[config.mk]
export PLATFORM = sky130hd
export DESIGN_NAME = pc_sequencer
export DESIGN_NICKNAME = d
export VERILOG_FILES = /design/src/rtl/pc_sequencer.sv
export SDC_FILE = /design/constraint.sdc
export NUM_CORES = 1
export LEC_CHECK = 0
export CAP_MARGIN = 20
export CELL_PAD_IN_SITES_DETAIL_PLACEMENT = 0
export CELL_PAD_IN_SITES_GLOBAL_PLACEMENT = 1
export CORE_ASPECT_RATIO = 0.7
export CORE_MARGIN = 3
export CORE_UTILIZATION = 48
export DETAILED_ROUTE_END_ITERATION = 16
export GPL_TIMING_DRIVEN = 1
export PLACE_DENSITY = 0.93
export REMOVE_ABC_BUFFERS = 1
export SYNTH_ARGS = -nofsm -noshare
export SYNTH_HDL_FRONTEND = slang
export SYNTH_SLANG_ARGS = --single-unit
[constraint.sdc]
create_clock -name clk -period 16.4 [get_ports clk]
set_input_delay 3.28 -clock clk [delete_from_list [all_inputs] [get_ports clk]]
set_output_delay 3.28 -clock clk [all_outputs]
set_load 0.1 [all_outputs]
[src/rtl/pc_sequencer.sv]
// Program-counter sequencer: sequential fetch, redirects, traps and a circular
// return-address stack that predicts the target of return instructions.
module pc_sequencer #(
  parameter int               WIDTH        = 32,
  parameter logic [WIDTH-1:0] RESET_VECTOR = '0,
  parameter logic [WIDTH-1:0] TRAP_VECTOR  = WIDTH'(32'h0000_0100),
  parameter int               RAS_DEPTH    = 4
) (
  input  logic                         clk,
  input  logic                         rst,
  input  logic                         mem_out_ready,
  input  logic                         trap,
  input  logic                         redirect,
  input  logic [WIDTH-1:0]             redirect_pc,
  input  logic                         call,
  input  logic                         ret,
  output logic [WIDTH-1:0]             pc,
  output logic [WIDTH-1:0]             pc_plus4,
  output logic [$clog2(RAS_DEPTH):0]   ras_count,
  output logic                         misalign,
  output logic                         ras_underflow
);

  localparam int PW = $clog2(RAS_DEPTH);
  localparam int CW = PW + 1;
  localparam logic [CW-1:0] DEPTH_C = CW'(RAS_DEPTH);

  logic [WIDTH-1:0] ras [RAS_DEPTH];
  logic [PW-1:0]    top;
  logic [PW-1:0]    top_m1;
  logic [PW-1:0]    wr_idx;
  logic [PW-1:0]    top_next;
  logic [CW-1:0]    count_next;
  logic [WIDTH-1:0] pc_next;
  logic             pop;
  logic             push;
  logic             underflow_next;
  logic             misalign_next;
  logic             advance;

  assign pc_plus4 = pc + WIDTH'(4);
  assign top_m1   = top - PW'(1);
  assign advance  = rst && !trap && mem_out_ready;

  always_comb begin
    pop            = ret && (ras_count != '0);
    push           = call;
    underflow_next = ret && (ras_count == '0);
    misalign_next  = redirect && (redirect_pc[1:0] != 2'b00);
    top_next       = top;
    count_next     = ras_count;
    wr_idx         = top;
    pc_next        = pc_plus4;

    if (redirect) begin
      pc_next = misalign_next ? TRAP_VECTOR : redirect_pc;
    end else if (pop) begin
      pc_next = ras[top_m1];
    end

    // A same-cycle pop and push reuse the freed slot, leaving depth unchanged.
    if (pop && push) begin
      wr_idx = top_m1;
    end else if (pop) begin
      top_next   = top_m1;
      count_next = ras_count - CW'(1);
    end else if (push) begin
      top_next   = top + PW'(1);
      count_next = (ras_count == DEPTH_C) ? ras_count : ras_count + CW'(1);
    end
  end

  always_ff @(posedge clk) begin
    if (!rst) begin
      pc            <= RESET_VECTOR;
      ras_count     <= '0;
      top           <= '0;
      misalign      <= 1'b0;
      ras_underflow <= 1'b0;
    end else if (trap) begin
      pc            <= TRAP_VECTOR;
      ras_count     <= '0;
      top           <= '0;
      misalign      <= 1'b0;
      ras_underflow <= 1'b0;
    end else if (!mem_out_ready) begin
      misalign      <= 1'b0;
      ras_underflow <= 1'b0;
    end else begin
      pc            <= pc_next;
      ras_count     <= count_next;
      top           <= top_next;
      misalign      <= misalign_next;
      ras_underflow <= underflow_next;
    end
  end

  // Stack storage carries no reset; occupancy is tracked by ras_count alone.
  always_ff @(posedge clk) begin
    if (advance && push) begin
      ras[wr_idx] <= pc_plus4;
    end
  end

endmodule

==> out/qor.csv <==
metric,value,unit
top_reg_cell synth,edfxtp_1,
Crit-path slowest cell,clkdlybuf4s50_1,
PostCTS Resize Cnt,0,
HPWL after DPL,12400,microns
Multi-input gate area,2680,sq um
CTS Hold Buffers Added,0,
clk root buf,clkbuf_16,
Worst setup EP type,output pin,
Storage cell area,4630,sq um
Total Power,963,uW
Vias/cell,6.13,
CP Class,reg2out,
Gate Count Post-Synth,541,
clk buf depth,2,
Yosys reg bits,167,
actual slew at the worst max-slew pin,1.03,ns
Hold WC Path Type,reg2reg,
P_sw,245,uW
CP required,13.12,ns
Placement Setup Slack,9.54,ns
clk slew on worst S/H paths,0.06,ns
Clk pwr share,41.2,%
DIE AREA,17300,sq um
clock latency on the worst-skew pair,0.43,ns
largest net degree at the start of global routing,40,
vias post-DR,5212,
Arrival @ worst endpoint,3.78,ns
largest area contributor in the netlist,edfxtp_1,
RSZ-0062 raised after global routing,no,
clock sink count,167,
Area growth syn-to-layout,24.4,%
starting DRC count in detailed routing,567,
# diodes,0,
Site Rows,37,
Buf/Inv on CP,1,
Initial Utilization,50.2,%
"top cells by count, synth","edfxtp_1 (128), dfxtp_1 (39), a21oi_1 (32)",
Leak,3.09,nW
# setup viols final,0,
"Distinct cells, synth",65,
Cell Int Power,718,uW
maximum fanout along the worst path,7,
die height,111,microns
maximum clock frequency,142,MHz
Min Hold Slack,0.539,ns
Final min period,7.06,ns
worst reg2reg setup slack,13.78,ns
vias in the first global route,5159,
most numerous cell in the Yosys netlist,edfxtp_1,
drt wl/cell,22.6,microns
initial antenna violation count,0,
Logic pwr share,10.6,%
crit-path max cell delay,1.22,ns
Final WS setup,9.34,ns
"Remaining Overflow, GRT",0,
post-synthesis sequential area ratio,61.3,%
sw frac,25.4,%
clk_skew,0.0123,ns
register share of total power,48.2,%
Fin. Hold Viols,0,
port buffer count,107,
Worst slew margin,30.8,%
worst path cell trace,ha_1 -> nand3_2 -> nor4_4 -> nand4_1 -> xnor2_1 -> clkdlybuf4s50_1,
number of enable flip-flop cells after synthesis,128,
Post-Syn Area,7550,sq um
DRC Markers,0,
H-tree depth,4,
gr usage total,22.4,%
maximum vdd drop,0.0000591,V
global-route wire length before repair,29600,microns
Post-Layout Cell Count,850,
"Warnings, synthesis",0,
power per standard cell area,102,nW/um^2
Nets,683,
postcts setup bufs,0,
Fill cells,1064,
CTS tree,built,
outcome,"complete, no violations",
routed wire length,19200,microns
layout cells sized above 1,15.3,%
Syn Area/Cell,14.0,sq um
max-cap check violation count,0,
Placed Cells,818,
share of the synthesized area in the top cell type,50.9,%
Antenna Violating Nets Remaining,0,
nature of the critical path startpoint,flop,
Num CTS Buffers,17,
Core Region,15000,sq um
GP Congestion,0.796,
Ports,108,
family with the most delay on the worst path,buffers and inverters,
post-synthesis async set-or-reset flop share,0,%
TNS Setup,0,ns
top post-synthesis cells by area,"edfxtp_1 (51%), dfxtp_1 (10%), mux4_2 (9.2%)",
First-pass DRT Iterations,6,
Tcrit/Tclk final,43.0,%
die width,156,microns
"Slew Viols, Final",0,
sequential cells by signal (all words and copies together) (netlist names), named ones only:
| name | count |
|---|---|
| ras | 128 |
| pc | 30 |
| ras_count | 3 |
| top | 2 |
| misalign | 1 |
| ras_underflow | 1 |
placed cells by master (no fill, tap or decap), types with 4 or more instances in the layout:
| master | instances |
|---|---|
| mux4_2 | 31 |
| and3_1 | 6 |
| nand4_1 | 6 |
| clkbuf_16 | 17 |
| o21a_1 | 5 |
| clkdlybuf4s50_1 | 107 |
| dfxtp_1 | 38 |
| a221oi_1 | 13 |
| nor2b_1 | 4 |
| o21ai_0 | 31 |
| xor2_1 | 14 |
| inv_1 | 11 |
| buf_4 | 12 |
| a22oi_1 | 4 |
| nor2_1 | 29 |
| nor3_1 | 14 |
| a21oi_1 | 30 |
| nand2_1 | 31 |
| a221o_1 | 5 |
| nor4_1 | 4 |
| xnor2_1 | 13 |
| clkinv_4 | 4 |
| nand3_1 | 12 |
| or4_1 | 5 |
| edfxtp_1 | 128 |
worst min-delay path, stage by stage (launching register included):
cell	delay (ns)
dfxtp_1	0.35
nand2_1	0.07
o22ai_1	0.07
through the flow:
step	util [%]	area (sq um)
finish	62.4	9400
global route	62.4	9400
CTS	62.4	9400
detailed placement	58.5	8810
global placement	58.2	8750
floorplan	-	7300
per-layer routing:
| metal | GRT usage (%) | up-vias | share of wire (%) |
|---|---|---|---|
| met4 | 5.94 | 0 | 1.4 |
| met2 | 31.8 | 276 | 44 |
| met5 | 0 | - | 0 |
| met1 | 34.1 | 2590 | 44 |
| met3 | 5.81 | 21 | 10 |
| li1 | - | 2325 | - |
final timing paths:
| kind | startpoint | to | cells past startpoint |
|---|---|---|---|
| worst max-delay path | pc[2] | pc_plus4[30] | 6 |
| worst min-delay path | pc[31] | pc[31] | 2 |
| worst max register to register | ras_count[2] | pc[9] | 6 |
| worst min register to register | pc[31] | pc[31] | 2 |
final cells by class:
class | count | area share (%)
Inverter | 12 | 0.479
Sequential cell | 167 | 49.2
Clock inverter | 14 | 1.60
Clock buffer | 18 | 4.67
Tap cell | 195 | 2.60
Timing Repair Buffer | 121 | 12.9
Multi-Input combinational cell | 323 | 28.5
logic make-up after synthesis:
group           Yosys count  synth area share (%)
fa+ha+maj                 2                 0.331
xor+xnor                 27                  3.13
compound gates          119                  10.7
flops                   167                  61.3
mux                      36                  10.1
simple gates            139                  10.6
buf+inv                  51                  3.88
power by group through the flow:
stage	clock (mW)	sequential, mW	combinational, mW
final	0.397	0.464	0.102
after global routing	0.418	0.465	0.107
after CTS	0.399	0.464	0.102
after detailed placement	0	0.473	0.101
after global placement	0	0.473	0.0996
after floorplan	0	0.494	0.0449
Note: power is estimated with default switching activity, not from simulation.
